`src/rtl/rv4028_rom_arbiter.sv`:
```
// -----------------------------------------------------------------------------
// rv4028_rom_arbiter
//
// Purpose:
//   Lets the instruction-fetch unit and the load/store unit share the single
//   ported 16-bit synchronous boot ROM. The block accepts one 32-bit or 16-bit
//   request at a time. When both units request in the same cycle, it picks one
//   round-robin. For the granted request it issues one or two halfword ROM
//   reads, then returns the assembled word with a one-cycle ready pulse.
//   Ready always arrives 3 cycles after the request is sampled, and a new
//   request can be sampled every 5 cycles.
//
// Ports:
//   clk       in   1   system clock, rising edge
//   rst       in   1   synchronous active-high reset
//   if_req    in   1   fetch request, held until if_ready
//   if_addr   in  11   fetch halfword address (always a 32-bit access)
//   if_ready  out  1   one-cycle pulse, if_data valid
//   if_data   out 32   fetch result {hi, lo}
//   d_req     in   1   data request, held until d_ready
//   d_addr    in  11   data halfword address
//   d_half    in   1   1 = 16-bit access, 0 = 32-bit access
//   d_ready   out  1   one-cycle pulse, d_data valid
//   d_data    out 32   data result ({16'h0, lo} for half accesses)
//   rom_ren   out  1   ROM read enable
//   rom_addr  out 11   ROM halfword address
//   rom_data  in  16   ROM read data, registered (1-cycle latency)
// -----------------------------------------------------------------------------
module rv4028_rom_arbiter (
    input  logic        clk,
    input  logic        rst,
    input  logic        if_req,
    input  logic [10:0] if_addr,
    output logic        if_ready,
    output logic [31:0] if_data,
    input  logic        d_req,
    input  logic [10:0] d_addr,
    input  logic        d_half,
    output logic        d_ready,
    output logic [31:0] d_data,
    output logic        rom_ren,
    output logic [10:0] rom_addr,
    input  logic [15:0] rom_data
);

    localparam logic [2:0] S_IDLE = 3'd0;
    localparam logic [2:0] S_LO   = 3'd1;
    localparam logic [2:0] S_HI   = 3'd2;
    localparam logic [2:0] S_WAIT = 3'd3;
    localparam logic [2:0] S_DONE = 3'd4;

    localparam logic OWN_IF = 1'b0;
    localparam logic OWN_D  = 1'b1;

    logic [2:0]  r_state;
    logic        r_owner;
    logic        r_last_grant;
    logic        r_half;
    logic        r_wait_ext;
    logic [10:0] r_addr;
    logic [15:0] r_lo;
    logic        r_rom_ren;
    logic [10:0] r_rom_addr;
    logic        r_if_ready;
    logic [31:0] r_if_data;
    logic        r_d_ready;
    logic [31:0] r_d_data;

    logic        w_any_req;
    logic        w_grant_d;
    logic [10:0] w_grant_addr;
    logic        w_grant_half;
    logic [10:0] w_addr_inc;
    logic [31:0] w_word;

    // Data wins when it is the only requester, or when both request and fetch
    // was the previous owner.
    assign w_any_req    = if_req | d_req;
    assign w_grant_d    = d_req & (~if_req | (r_last_grant == OWN_IF));
    assign w_grant_addr = w_grant_d ? d_addr : if_addr;
    assign w_grant_half = w_grant_d & d_half;

    // 11-bit increment; wraps 7FF -> 000 naturally.
    assign w_addr_inc = r_addr + 11'd1;

    // In WAIT, rom_data holds hi for a word access. For a half access it still
    // holds lo, because the ROM keeps its output while ren is low.
    assign w_word = r_half ? {16'h0000, rom_data} : {rom_data, r_lo};

    always_ff @(posedge clk) begin
        if (rst) begin
            r_state      <= S_IDLE;
            r_owner      <= OWN_IF;
            r_last_grant <= OWN_D;
            r_half       <= 1'b0;
            r_wait_ext   <= 1'b0;
            r_rom_ren    <= 1'b0;
            r_rom_addr   <= 11'd0;
            r_if_ready   <= 1'b0;
            r_if_data    <= 32'd0;
            r_d_ready    <= 1'b0;
            r_d_data     <= 32'd0;
        end else begin
            r_if_ready <= 1'b0;
            r_d_ready  <= 1'b0;
            case (r_state)
                S_IDLE: begin
                    if (w_any_req) begin
                        r_owner      <= w_grant_d;
                        r_last_grant <= w_grant_d;
                        r_half       <= w_grant_half;
                        r_rom_ren    <= 1'b1;
                        r_rom_addr   <= w_grant_addr;
                        r_state      <= S_LO;
                    end
                end
                S_LO: begin
                    if (r_half) begin
                        // A half access skips HI. It spends one extra cycle in
                        // WAIT, so ready comes at the same latency as a word
                        // access.
                        r_rom_ren  <= 1'b0;
                        r_wait_ext <= 1'b1;
                        r_state    <= S_WAIT;
                    end else begin
                        r_rom_addr <= w_addr_inc;
                        r_state    <= S_HI;
                    end
                end
                S_HI: begin
                    r_rom_ren <= 1'b0;
                    r_state   <= S_WAIT;
                end
                S_WAIT: begin
                    if (r_wait_ext) begin
                        r_wait_ext <= 1'b0;
                    end else begin
                        if (r_owner == OWN_D) begin
                            r_d_ready <= 1'b1;
                            r_d_data  <= w_word;
                        end else begin
                            r_if_ready <= 1'b1;
                            r_if_data  <= w_word;
                        end
                        r_state <= S_DONE;
                    end
                end
                S_DONE: begin
                    r_state <= S_IDLE;
                end
                default: begin
                    r_state   <= S_IDLE;
                    r_rom_ren <= 1'b0;
                end
            endcase
        end
    end

    // Latched address and the low halfword need no reset. They are always
    // written before they are used.
    always_ff @(posedge clk) begin
        if (r_state == S_IDLE && w_any_req) begin
            r_addr <= w_grant_addr;
        end
        if (r_state == S_HI) begin
            r_lo <= rom_data;
        end
    end

    assign if_ready = r_if_ready;
    assign if_data  = r_if_data;
    assign d_ready  = r_d_ready;
    assign d_data   = r_d_data;
    assign rom_ren  = r_rom_ren;
    assign rom_addr = r_rom_addr;

endmodule

```
`config.mk`:
```
export PLATFORM = sky130hd
export DESIGN_NAME = rv4028_rom_arbiter
export DESIGN_NICKNAME = d
export VERILOG_FILES = /design/src/rtl/rv4028_rom_arbiter.sv
export SDC_FILE = /design/constraint.sdc
export NUM_CORES = 1
export LEC_CHECK = 0
export CAP_MARGIN = 20
export CORE_ASPECT_RATIO = 1.1
export CORE_MARGIN = 4
export CORE_UTILIZATION = 52
export DETAILED_ROUTE_END_ITERATION = 10
export GPL_TIMING_DRIVEN = 0
export HOLD_SLACK_MARGIN = 0.08
export PLACE_DENSITY_LB_ADDON = 0.3
export RECOVER_POWER = 50
export SYNTH_ARGS = -nofsm -noshare
export SYNTH_HDL_FRONTEND = slang
export SYNTH_SLANG_ARGS = --single-unit
```
`constraint.sdc`:
```
create_clock -name clk -period 5.15 [get_ports clk]
set_clock_uncertainty 0.1 [all_clocks]
set_input_delay 0.515 -clock clk [delete_from_list [all_inputs] [get_ports clk]]
set_output_delay 0.515 -clock clk [all_outputs]
set_load 0.1 [all_outputs]
```
Word level (Yosys, flattened, before mapping)
Cells that the tools add are included.
- logic and storage cells: 61
- flip-flop bits (word level): 112
- mux-type cells: 16
- reduce and logical (&&, ||, !) cells: 13
- add/sub/neg operators: 1
- equality and inequality tests: 8
- bitwise logic cells: 10
- operator list (kind ; number):
    two-way mux 11 bit ; 3
    two-way mux 32 bit ; 1
    case mux 11 bit (2 select lines) ; 1
    case mux 3 bit (4 select lines) ; 1
    AND reduction 3 bit ; 4
    adder 11 x 1 -> 11 bit, second input constant ; 1
    inequality test 2 bit, second input constant ; 4
    equality test 3 x 2 -> 1 bit, second input constant ; 2
    two-way mux 1 bit ; 6
    two-way mux 3 bit ; 2
    inverter 1 bit ; 6
    AND reduction 2 bit ; 3
    nonzero test 2 bit ; 2
    equality test 3 x 1 -> 1 bit, second input constant ; 1
    equality test 3 bit, second input constant ; 1
    zero test 3 bit ; 1
    case mux 1 bit (3 select lines) ; 1
    OR reduction 3 bit ; 1
    AND 1 bit ; 2
    bitwise OR 1 bit ; 2
    case mux 1 bit (2 select lines) ; 1
    OR reduction 2 bit ; 1
    logical AND 1 bit ; 1

Longest topological paths before layout
- depth in word-level cells: 6
- depth in mapped cells: 6

Least setup slack after synthesis
No wires, ideal clock.
- kind: flip-flop to flip-flop
- start: reg r_state[1]
- end: reg r_lo[0] (enable)
- stages on the path, launching flop included: 3
- arrival: 1.877 ns
- slack: 2.760 ns
- cells stage by stage: dfxtp_1 -> buf_2 -> nor3b_1
- word-level cells in the longest chain between the ends: 1
- RTL lines (item ; RTL line ; source):
    from (decl) ; 55 ; logic [2:0] r_state;
    from (signal assigned) ; 92 ; r_state <= S_IDLE;
    from (signal assigned) ; 114 ; r_state <= S_LO;
    from (signal assigned) ; 124 ; r_state <= S_WAIT;
    equality test 3 x 2 -> 1 bit ; 165 ; if (r_state == S_HI) begin
    to (signal assigned) ; 166 ; r_lo <= rom_data;
    to (decl) ; 61 ; logic [15:0] r_lo;
No other way between the ends.
A chain may end at the register's enable or synchronous reset.

Worst setup path in the final report
- start: in d_req
- end: reg r_rom_addr[3] (netlist: rom_addr[3])
- word-level cells in the longest chain between the ends: 4
- RTL lines (item ; RTL line ; source):
    from (decl) ; 36 ; input logic d_req,
    AND 1 bit ; 79 ; assign w_grant_d = d_req & (~if_req | (r_last_grant == OWN_IF));
    two-way mux 11 bit ; 80 ; assign w_grant_addr = w_grant_d ? d_addr : if_addr;
    two-way mux 11 bit ; 108 ; if (w_any_req) begin
    case mux 11 bit (2 select lines) ; 106 ; case (r_state)
    to (signal assigned) ; 113 ; r_rom_addr <= w_grant_addr;
    to (signal assigned) ; 126 ; r_rom_addr <= w_addr_inc;
    to (decl) ; 63 ; logic [10:0] r_rom_addr;
Parallel ways exist; a longest one is shown, timed or not. The select of a mux whose other input is x is not followed.

==> flow_metrics.tcl <==
set metrics [dict create \
    ys.flop_type "dfxtp_1" \
    firstDrtPassIters 5 \
    fin_hold_ws_ns 0.358 \
    io_pins 121 \
    async_flop_share_pct 0 \
    dp_hpwl_microns 9370 \
    register_area_sq_um 2510 \
    synth_warnings 0 \
    muxShareOfSynthArea_pct 4.98 \
    design.core.area_sq_um 8450 \
    finalSetupViolations 0 \
    whs_path_depth 2 \
    fill_cells 640 \
    ir_drop_uv 152 \
    fin_util_pct 71.1 \
    rows 35 \
    critical_path_class "input port to register" \
    max_slew_margin_pct 31.9 \
    postSynthCellCount 473 \
    switching_share_pct 35.2 \
    io_buffers 119 \
    min_path_type "register to register" \
    layout_common_cells "102 x clkdlybuf4s50_1, 92 x nand2_1, 85 x dfxtp_1" \
    rsz0062_at_grt "false" \
    cp-start-kind "input port" \
    grt_max_degree 19 \
    synth-compound-area-share_pct 15.1 \
    clock-sinks 112 \
    multi_input_area_sq_um 1830 \
    crit_fanout 10 \
    arrival_ns 3.10 \
    vias 3986 \
    drc 0 \
    root_buffer "clkbuf_8" \
    wire_per_inst_microns 17.1 \
    synth-edff-count 27 \
    insertion_delay_ns 0.37 \
    period_needed_ns 2.89 \
    grt_usage_pct 23.8 \
    seq_area_frac_synth_pct 55.3 \
    synth_nets 517 \
    fin_cells 721 \
    leakage_nw 2.01 \
    netSwitchingPower_mw 0.708 \
    nets 648 \
    final_cell_area_sq_um 6010 \
    cap_viol_max_count 0 \
    hold_buffers 0 \
    syn_area_sq_um 4550 \
    grt_pass1_vias 4013 \
    clock_path_buffers 2 \
    antenna_found_initial 1 \
    ys_ff_latch 112 \
    clk_pin_slew_ns 0.10 \
    worst_pin_slew_ns 1.02 \
    post_cts_resized 0 \
    finalWirelength_microns 12400 \
    hold_viol 0 \
    antenna_left 0 \
    fin_tns_setup_ns 0 \
    period_share_pct 56.2 \
    routed_via_density 5.53 \
    r2r_cells 3 \
    overflow 0 \
    grt_pass1_wl_microns 19700 \
    max_freq_mhz 346 \
    outcome "finished clean" \
    dieWidth_microns 97.1 \
    drive_gt1_share_pct 4.27 \
    layout_commonest_cell "clkdlybuf4s50_1" \
    gp_congestion 0.920 \
    htreeDepth 3 \
    drt_iter0_drc 198 \
    required_ns 5.35 \
    die_y_microns 106 \
    initial_utilization_pct 53.8 \
    synthAdderAreaFrac_pct 0.275 \
    syn_avg_cell_area_sq_um 9.61 \
    cts_setup_buffers 0 \
    synth-simple-area-share_pct 19.9 \
    area_growth_pct 32.1 \
    clkPwrFrac_pct 24.2 \
    place_inst 704 \
    p_per_area_nw_per_um2 335 \
    tritoncts "done" \
    setup.worst_path.end_class "register" \
    dieArea_sq_um 10300 \
    cts-buffers-inserted 9 \
    yosysUniqueCellTypes 55 \
    drv_slew 0 \
    p_int_mw 1.31 \
    postPlaceCellArea_sq_um 5890 \
    synth_top_family_by_area "simple AND/OR/NAND/NOR gates" \
    p_seq_share_pct 49.6 \
    yosys.area_share.xor_xnor_pct 0.578 \
    combPwrFrac_pct 26.2 \
]
[cells by family (layout without fill, tap and decap cells)]
logic type / Yosys count / after routing
and+or+nand+nor: 196 / 196
DFF: 112 / 112
adders and majority gates: 1 / 1
buffers and inverters: 36 / 172
other: 0 / 1
xor gates and xnor gates: 3 / 3
AOI/OAI and AO/OA: 103 / 103
muxes: 22 / 22
[layer usage]
metal  vias up  wire length (microns)  share of wire (%)  GRT usage [%]
met5         -                      0                  0              0
met4         0                    171                1.4           6.72
met3        15                    784                6.3           5.97
met2       130                   6400                 52           42.5
met1      1916                   5000                 40           28.3
li1       1925                      -                  -              -
[stage by stage]
step                power [mW]  setup slack [ns]
global placement          1.54              2.33
detailed placement        1.55              2.71
global route              2.09              2.15
finish                    2.01              2.26
floorplan                 1.40              2.76
CTS                       2.03              2.62
[final timing paths]
| check | slack, ns | end | start |
|---|---|---|---|
| hold / removal | 0.36 | rom_addr[4] | rom_addr[4] |
| setup reg to reg | 2.65 | r_lo[0] | r_state[1] |
| hold reg to reg | 0.36 | rom_addr[4] | rom_addr[4] |
| setup / recovery | 2.26 | rom_addr[3] | d_req |
[critical path, stage by stage]
cell	delay [ns]
dlygate4sd3_1	0.68
a21boi_0	0.76
clkbuf_1	0.49
a21oi_1	0.15
a221o_1	0.37
a21oi_1	0.13
[area by class of cell]
type	count	share of cell area (%)
Clock buffer	11	2.35
Timing Repair Buffer	120	19.9
Clock inverter	5	0.667
Inverter	4	0.250
Multi-Input combinational cell	325	30.5
Sequential cell	112	41.8
Tap cell	111	2.31
Buffer	32	2.17
Antenna cell	1	0.0417
[power by group through the flow]
| stage | Sequential, mW | Combinational [mW] | Clock [mW] |
|---|---|---|---|
| 2_1_floorplan | 1.23 | 0.166 | 0 |
| 3_3_place_gp | 1.02 | 0.523 | 0 |
| 3_5_place_dp | 1.02 | 0.535 | 0 |
| 6_report | 0.998 | 0.527 | 0.488 |
| 5_1_grt | 1.00 | 0.555 | 0.527 |
| 4_1_cts | 0.999 | 0.537 | 0.494 |
[cells in the mapped netlist (3+ instances only)]
cell type | n | area share (%)
mux2_2 | 3 | 0.74
and3_1 | 6 | 0.83
edfxtp_1 | 27 | 18
a211oi_1 | 33 | 5.5
nor2_1 | 42 | 3.5
buf_2 | 13 | 1.4
dfxtp_1 | 85 | 37
clkbuf_1 | 14 | 1.2
buf_4 | 3 | 0.50
nand2_1 | 91 | 7.5
nand3_1 | 13 | 1.4
nor2b_1 | 16 | 2.2
mux2i_1 | 17 | 3.7
inv_1 | 3 | 0.25
a21oi_1 | 43 | 4.7
nor3_1 | 10 | 1.1
o21ai_1 | 3 | 0.33
a22oi_1 | 3 | 0.50
[registers in the layout (all words and copies together) (netlist names)]
name          count
rom_addr         11
d_ready           1
r_last_grant      1
d_data           32
if_ready          1
r_owner           1
r_wait_ext        1
r_state           3
if_data          32
r_half            1
r_addr           11
rom_ren           1
r_lo             16
No activity file was read; power rests on OpenSTA's default activity.
